===== src/rtl/mem_port_arbiter_pkg.sv =====
// Shared definitions for the two-port memory arbiter: state encoding, port IDs, abort data.
// Latency: n/a (constants only).
// Backpressure: n/a.
package mem_port_arbiter_pkg;

  // Arbiter FSM encoding, kept as plain constants for compatibility with older consumers.
  typedef logic [1:0] arb_state_t;

  localparam arb_state_t ST_IDLE = 2'd0;
  localparam arb_state_t ST_BUSY = 2'd1;
  localparam arb_state_t ST_DONE = 2'd2;

  // Port identifiers as carried on `owner` and the round-robin pointer.
  localparam logic PORT_C = 1'b0;
  localparam logic PORT_D = 1'b1;

  // Read data returned to the requester when the watchdog aborts a transaction.
  localparam int unsigned ABORT_RDATA = 0;

endpackage


===== src/rtl/mem_port_arbiter_arb2_pick.sv =====
// Combinational 2-way picker between port C and port D; MEM_ARB_RR_EN selects round-robin ties.
// Latency: zero cycles (pure combinational).
// Backpressure: none; the caller decides when a pick is consumed.
module arb2_pick
  import mem_port_arbiter_pkg::*;
(
  input  logic req_c,
  input  logic req_d,
  input  logic last_grant,
  output logic grant_vld,
  output logic grant_port
);

  assign grant_vld = req_c | req_d;

`ifdef MEM_ARB_RR_EN
  // On a tie the port that did not win last time gets the grant.
  always_comb begin
    grant_port = req_c ? PORT_C : PORT_D;
    if (req_c && req_d) begin
      grant_port = (last_grant == PORT_D) ? PORT_C : PORT_D;
    end
  end
`else
  // Fixed priority: C wins every tie, so the pointer is not consulted.
  logic unused_last_grant;
  assign unused_last_grant = last_grant;

  // Single requester wins outright; with both requesting, C wins.
  always_comb begin
    grant_port = req_c ? PORT_C : PORT_D;
  end
`endif

endmodule


===== src/rtl/mem_port_arbiter.sv =====
// Shares one memory port between CPU (C) and DMA/loader (D); ties by priority or MEM_ARB_RR_EN round-robin.
// Latency: req->ack 2 cycles minimum (IDLE, BUSY, DONE); watchdog abort ack at MAX_WAIT+1.
// Backpressure: requesters hold req until their ack; memory stalls via m_ready, bounded by the watchdog.
module mem_port_arbiter
  import mem_port_arbiter_pkg::*;
#(
  parameter int AW       = 32,
  parameter int DW       = 32,
  parameter int MAX_WAIT = 16
) (
  input  logic          clock,
  input  logic          reset,
  input  logic          c_req,
  input  logic          c_we,
  input  logic [AW-1:0] c_addr,
  input  logic [DW-1:0] c_wdata,
  output logic [DW-1:0] c_rdata,
  output logic          c_ack,
  input  logic          d_req,
  input  logic          d_we,
  input  logic [AW-1:0] d_addr,
  input  logic [DW-1:0] d_wdata,
  output logic [DW-1:0] d_rdata,
  output logic          d_ack,
  output logic          err,
  output logic          m_req,
  output logic          m_we,
  output logic [AW-1:0] m_addr,
  output logic [DW-1:0] m_wdata,
  input  logic [DW-1:0] m_rdata,
  input  logic          m_ready,
  output logic          owner,
  output logic          busy
);

  localparam int CW = $clog2(MAX_WAIT + 1);
  // Counter value seen on the last permitted stalled BUSY cycle.
  localparam logic [CW-1:0] WAIT_LAST = CW'(MAX_WAIT - 1);
  localparam logic [CW-1:0] WAIT_SAT  = CW'(MAX_WAIT);

  arb_state_t    state;
  logic [CW-1:0] wait_cnt;
  logic          last_grant;
  logic [DW-1:0] rdata_q;
  logic          err_q;
  logic          pick_vld;
  logic          pick_port;
  logic          in_idle;
  logic          in_busy;
  logic          in_done;
  logic          grant;
  logic          timeout;

  arb2_pick u_pick (
    .req_c      (c_req),
    .req_d      (d_req),
    .last_grant (last_grant),
    .grant_vld  (pick_vld),
    .grant_port (pick_port)
  );

  assign in_idle = (state == ST_IDLE);
  assign in_busy = (state == ST_BUSY);
  assign in_done = (state == ST_DONE);
  assign grant   = in_idle & pick_vld;
  // Ready takes precedence over the watchdog when both land on the same cycle.
  assign timeout = in_busy & ~m_ready & (wait_cnt == WAIT_LAST);

  // State advance: one transaction at a time, IDLE -> BUSY -> DONE -> IDLE.
  always_ff @(posedge clock or posedge reset) begin
    if (reset) begin
      state <= ST_IDLE;
    end else begin
      case (state)
        ST_IDLE: if (pick_vld) state <= ST_BUSY;
        ST_BUSY: if (m_ready || timeout) state <= ST_DONE;
        ST_DONE: state <= ST_IDLE;
        default: state <= ST_IDLE;
      endcase
    end
  end

  // Latch the winning requester's fields and remember who was granted.
  always_ff @(posedge clock or posedge reset) begin
    if (reset) begin
      m_we       <= 1'b0;
      m_addr     <= '0;
      m_wdata    <= '0;
      owner      <= PORT_C;
      last_grant <= PORT_D;
    end else if (grant) begin
      owner      <= pick_port;
      last_grant <= pick_port;
      if (pick_port == PORT_D) begin
        m_we    <= d_we;
        m_addr  <= d_addr;
        m_wdata <= d_wdata;
      end else begin
        m_we    <= c_we;
        m_addr  <= c_addr;
        m_wdata <= c_wdata;
      end
    end
  end

  // Watchdog: count stalled BUSY cycles, cleared at each grant, saturating rather than wrapping.
  always_ff @(posedge clock or posedge reset) begin
    if (reset) begin
      wait_cnt <= '0;
    end else if (grant) begin
      wait_cnt <= '0;
    end else if (in_busy && !m_ready && wait_cnt != WAIT_SAT) begin
      wait_cnt <= wait_cnt + 1'b1;
    end
  end

  // Capture the transaction result; writes leave the read-data register untouched.
  always_ff @(posedge clock or posedge reset) begin
    if (reset) begin
      rdata_q <= '0;
      err_q   <= 1'b0;
    end else if (in_busy && m_ready) begin
      err_q <= 1'b0;
      if (!m_we) rdata_q <= m_rdata;
    end else if (timeout) begin
      err_q   <= 1'b1;
      rdata_q <= DW'(ABORT_RDATA);
    end
  end

  // m_req/busy are decoded from the async-reset state so they drop the moment reset rises.
  assign m_req   = in_busy;
  assign busy    = ~in_idle;
  assign c_ack   = in_done & (owner == PORT_C);
  assign d_ack   = in_done & (owner == PORT_D);
  assign c_rdata = c_ack ? rdata_q : '0;
  assign d_rdata = d_ack ? rdata_q : '0;
  assign err     = in_done & err_q;

endmodule


===== config.mk =====
export PLATFORM = sky130hd
export DESIGN_NAME = mem_port_arbiter
export DESIGN_NICKNAME = d
export VERILOG_FILES = /design/src/rtl/mem_port_arbiter_pkg.sv /design/src/rtl/mem_port_arbiter_arb2_pick.sv /design/src/rtl/mem_port_arbiter.sv
export SDC_FILE = /design/constraint.sdc
export NUM_CORES = 1
export LEC_CHECK = 0
export ABC_AREA = 0
export ABC_CLOCK_PERIOD_IN_PS = 8500
export CAP_MARGIN = 10
export CELL_PAD_IN_SITES_DETAIL_PLACEMENT = 1
export CELL_PAD_IN_SITES_GLOBAL_PLACEMENT = 2
export CORE_ASPECT_RATIO = 1.2
export CORE_MARGIN = 2
export CORE_UTILIZATION = 23
export DETAILED_ROUTE_END_ITERATION = 10
export MAX_ROUTING_LAYER = met4
export PLACE_DENSITY_LB_ADDON = 0.1
export SYNTH_ARGS = -nofsm -noshare
export SYNTH_HDL_FRONTEND = slang
export SYNTH_SLANG_ARGS = --single-unit

===== constraint.sdc =====
create_clock -name clock -period 8.5 [get_ports clock]
set_clock_uncertainty 0.05 [all_clocks]
set_input_delay 1.7 -clock clock [delete_from_list [all_inputs] [get_ports clock]]
set_output_delay 1.7 -clock clock [all_outputs]
set_load 0.05 [all_outputs]

==> impl_metrics.tcl <==
set metrics [dict create \
    rsz0062_at_grt "no" \
    vias_per_cell 4.50 \
    design_area_um2 8960 \
    period_minus_slack_ns 4.44 \
    finalHoldViolCount 0 \
    placed_area_um2 8620 \
    gp_congestion 0.728 \
    synth_xor_area_share_pct 0 \
    dr.first_iter.drc_count 115 \
    synth_simple_gate_area_share_pct 13.0 \
    cts_tree "done" \
    grt_max_degree 70 \
    yosys_warnings 0 \
    fillers 2599 \
    cts-root-buf "clkbuf_16" \
    wl_um 19100 \
    drcViolationCount 0 \
    die_width_um 143 \
    ir_drop_mv 0.124 \
    cts_hold_buf 0 \
    h-tree-depth 3 \
    cp-end-kind "output port" \
    power.leakage_nw 3.71 \
    area_growth_pct 67.6 \
    antenna_found_initial 1 \
    numClockSinks 106 \
    maxCapViolations 0 \
    cts.repair.resized 0 \
    pin_count 302 \
    path_clk_slew_ns 0.07 \
    grt_pass1_vias 5424 \
    fin_crit_sh_pct 52.2 \
    route.vias.total 5151 \
    track_usage_pct 15.9 \
    grt-ovfl-total 0 \
    yosysUniqueCellTypes 26 \
    synthesis.area_um2 5350 \
    rows 61 \
    wl_per_cell_um 16.7 \
    critPathKind "reg2out" \
    power.total_mw 3.03 \
    setup_viol 0 \
    setup_tns_ns 0 \
    slew_violations 0 \
    yosys.area_share.adder_pct 0.702 \
    worstPathCellList "and3b_1, and2_1, clkdlybuf4s50_1" \
    required_ns 6.75 \
    synth_seq_area_share_pct 49.6 \
    ys_seq_elements 106 \
    worstSetupStartpointType "register" \
    cpPeakStageDelay_ns 0.84 \
    initial_core_util_pct 23.3 \
    place_inst 1127 \
    status "finished, final reports clean" \
    drtPass1Iterations 5 \
    clock_latency_ns 0.35 \
    drive_gt1_share_pct 4.11 \
    power_density_nw_per_um2 338 \
    core_area_um2 23000 \
    dp_hpwl_um 14200 \
    finalNetCount 993 \
    cp_max_fo 33 \
    grt_pass1_wl_um 29400 \
    syn_inst 551 \
    postCtsSetupBuffers 0 \
    worst_pin_slew_ns 0.906 \
    die_area_um2 24500 \
    numCtsBuffers 9 \
    hold_path.class "reg2reg" \
    drtAntennaViolNets 0 \
    syn_avg_cell_area_um2 9.70 \
    stdcell_count 1144 \
    clock.fmax_mhz 225 \
    relSlewSlack_pct 39.6 \
    portBuffers 301 \
    cp.arrival_ns 2.69 \
    synth_nets 721 \
    synth.area.mux_share_pct 12.9 \
    cts_buffer_depth 2 \
    die_h_um 171 \
    synth-compound-area-share_pct 17.0 \
    synth_top_family_by_area "compound AO/OA/AOI/OAI gates" \
    slowest_stage "and3b_1" \
]
## metrics by stage
stage                     util, %  setup WS, ns  hold slack, ns
final                        39.0          4.06           0.441
after global routing         39.0          3.83           0.483
after CTS                    39.0          3.98           0.444
after detailed placement     37.5          4.38           0.434
after global placement       37.5          4.51           0.431
after floorplan                 -          3.96           0.404
## final cells by class
type / count / area [um^2] / area share (%)
antenna: 1 / 2.50 / 0.0279
clock buffer: 10 / 239 / 2.67
clock inverter: 6 / 95.1 / 1.06
inverter: 38 / 145 / 1.62
multi-input combinational: 358 / 2350 / 26.3
sequential: 106 / 2650 / 29.6
tap: 315 / 394 / 4.40
timing repair buffer: 310 / 3080 / 34.4
## logic make-up (layout without fill, tap and decap cells)
kind of cell / after synthesis / in the layout
DFF: 106 / 106
adders and majority gates: 3 / 3
buffers and inverters: 87 / 364
other: 0 / 1
muxes: 69 / 69
AOI/OAI and AO/OA: 176 / 176
and+or+nand+nor: 110 / 110
## worst max-delay path: cells and delay by family, from the launching register on
family	cells	cell delay (ns)
buffers and inverters	1	0.80
DFF	1	0.45
and+or+nand+nor	2	1.08
## Yosys cell counts
library cell | number | area, um^2
o21ai_0 | 160 | 801
nor2b_1 | 2 | 12.5
buf_2 | 14 | 70.1
mux2i_1 | 69 | 691
nand4_1 | 33 | 206
nor3b_2 | 1 | 12.5
nand2_1 | 2 | 7.51
a21oi_1 | 4 | 20.0
nor2_2 | 2 | 12.5
o21a_1 | 1 | 7.51
dfrtp_1 | 106 | 2650
clkbuf_1 | 28 | 105
a31oi_4 | 1 | 21.3
and2_1 | 64 | 400
a32o_1 | 1 | 10.0
nor3b_1 | 1 | 7.51
inv_1 | 38 | 143
and3_1 | 1 | 6.26
or3b_1 | 1 | 8.76
o211a_2 | 1 | 10.0
ha_1 | 3 | 37.5
o21ai_1 | 8 | 40.0
nor2_1 | 1 | 3.75
buf_4 | 3 | 22.5
and3b_1 | 2 | 17.5
clkbuf_2 | 4 | 20.0
## path summary, 6_finish.rpt
check                            start  cells past startpoint     endpoint  slack, ns
max                           state[0]                      3  d_rdata[28]       4.06
min                        wait_cnt[3]                      1  wait_cnt[3]       0.44
max reg2reg                   state[0]                      4   rdata_q[2]       6.39
min reg2reg                wait_cnt[3]                      1  wait_cnt[3]       0.44
max in group asynchronous        reset                      3   m_wdata[5]       5.42
min in group asynchronous        reset                      2    m_addr[9]       1.72
## layout by cell type, fill, tap and decap left out, drive strengths merged, types with 3 or more instances in the layout
master,count
buf,10
mux2i,69
clkbuf,10
nor2,3
o21ai,168
clkinv,3
nand4,33
dfrtp,106
ha,3
inv,39
and2,64
clkdlybuf4s50,300
a21oi,4
## power by group
part | internal [mW] | total, mW | switching [mW]
Clock | 0.270 | 0.472 | 0.202
Combinational | 0.543 | 1.67 | 1.13
Sequential | 0.742 | 0.885 | 0.143
Total | 1.55 | 3.03 | 1.47
## flip-flops by register name (all words and copies together), names as in the netlist
register and cells:
m_we 1, owner 1, m_wdata 32, state 2, err_q 1, rdata_q 32, wait_cnt 5, m_addr 32
## routing by layer
metal  part of all wire [%]  GRT usage, %  wire, um
met1                     41          18.2      7750
met2                     51          27.0      9640
met3                    7.2          4.17      1380
met4                    1.5          4.95       287
met5                      0             -         0
No activity file was read; power rests on OpenSTA's default activity.
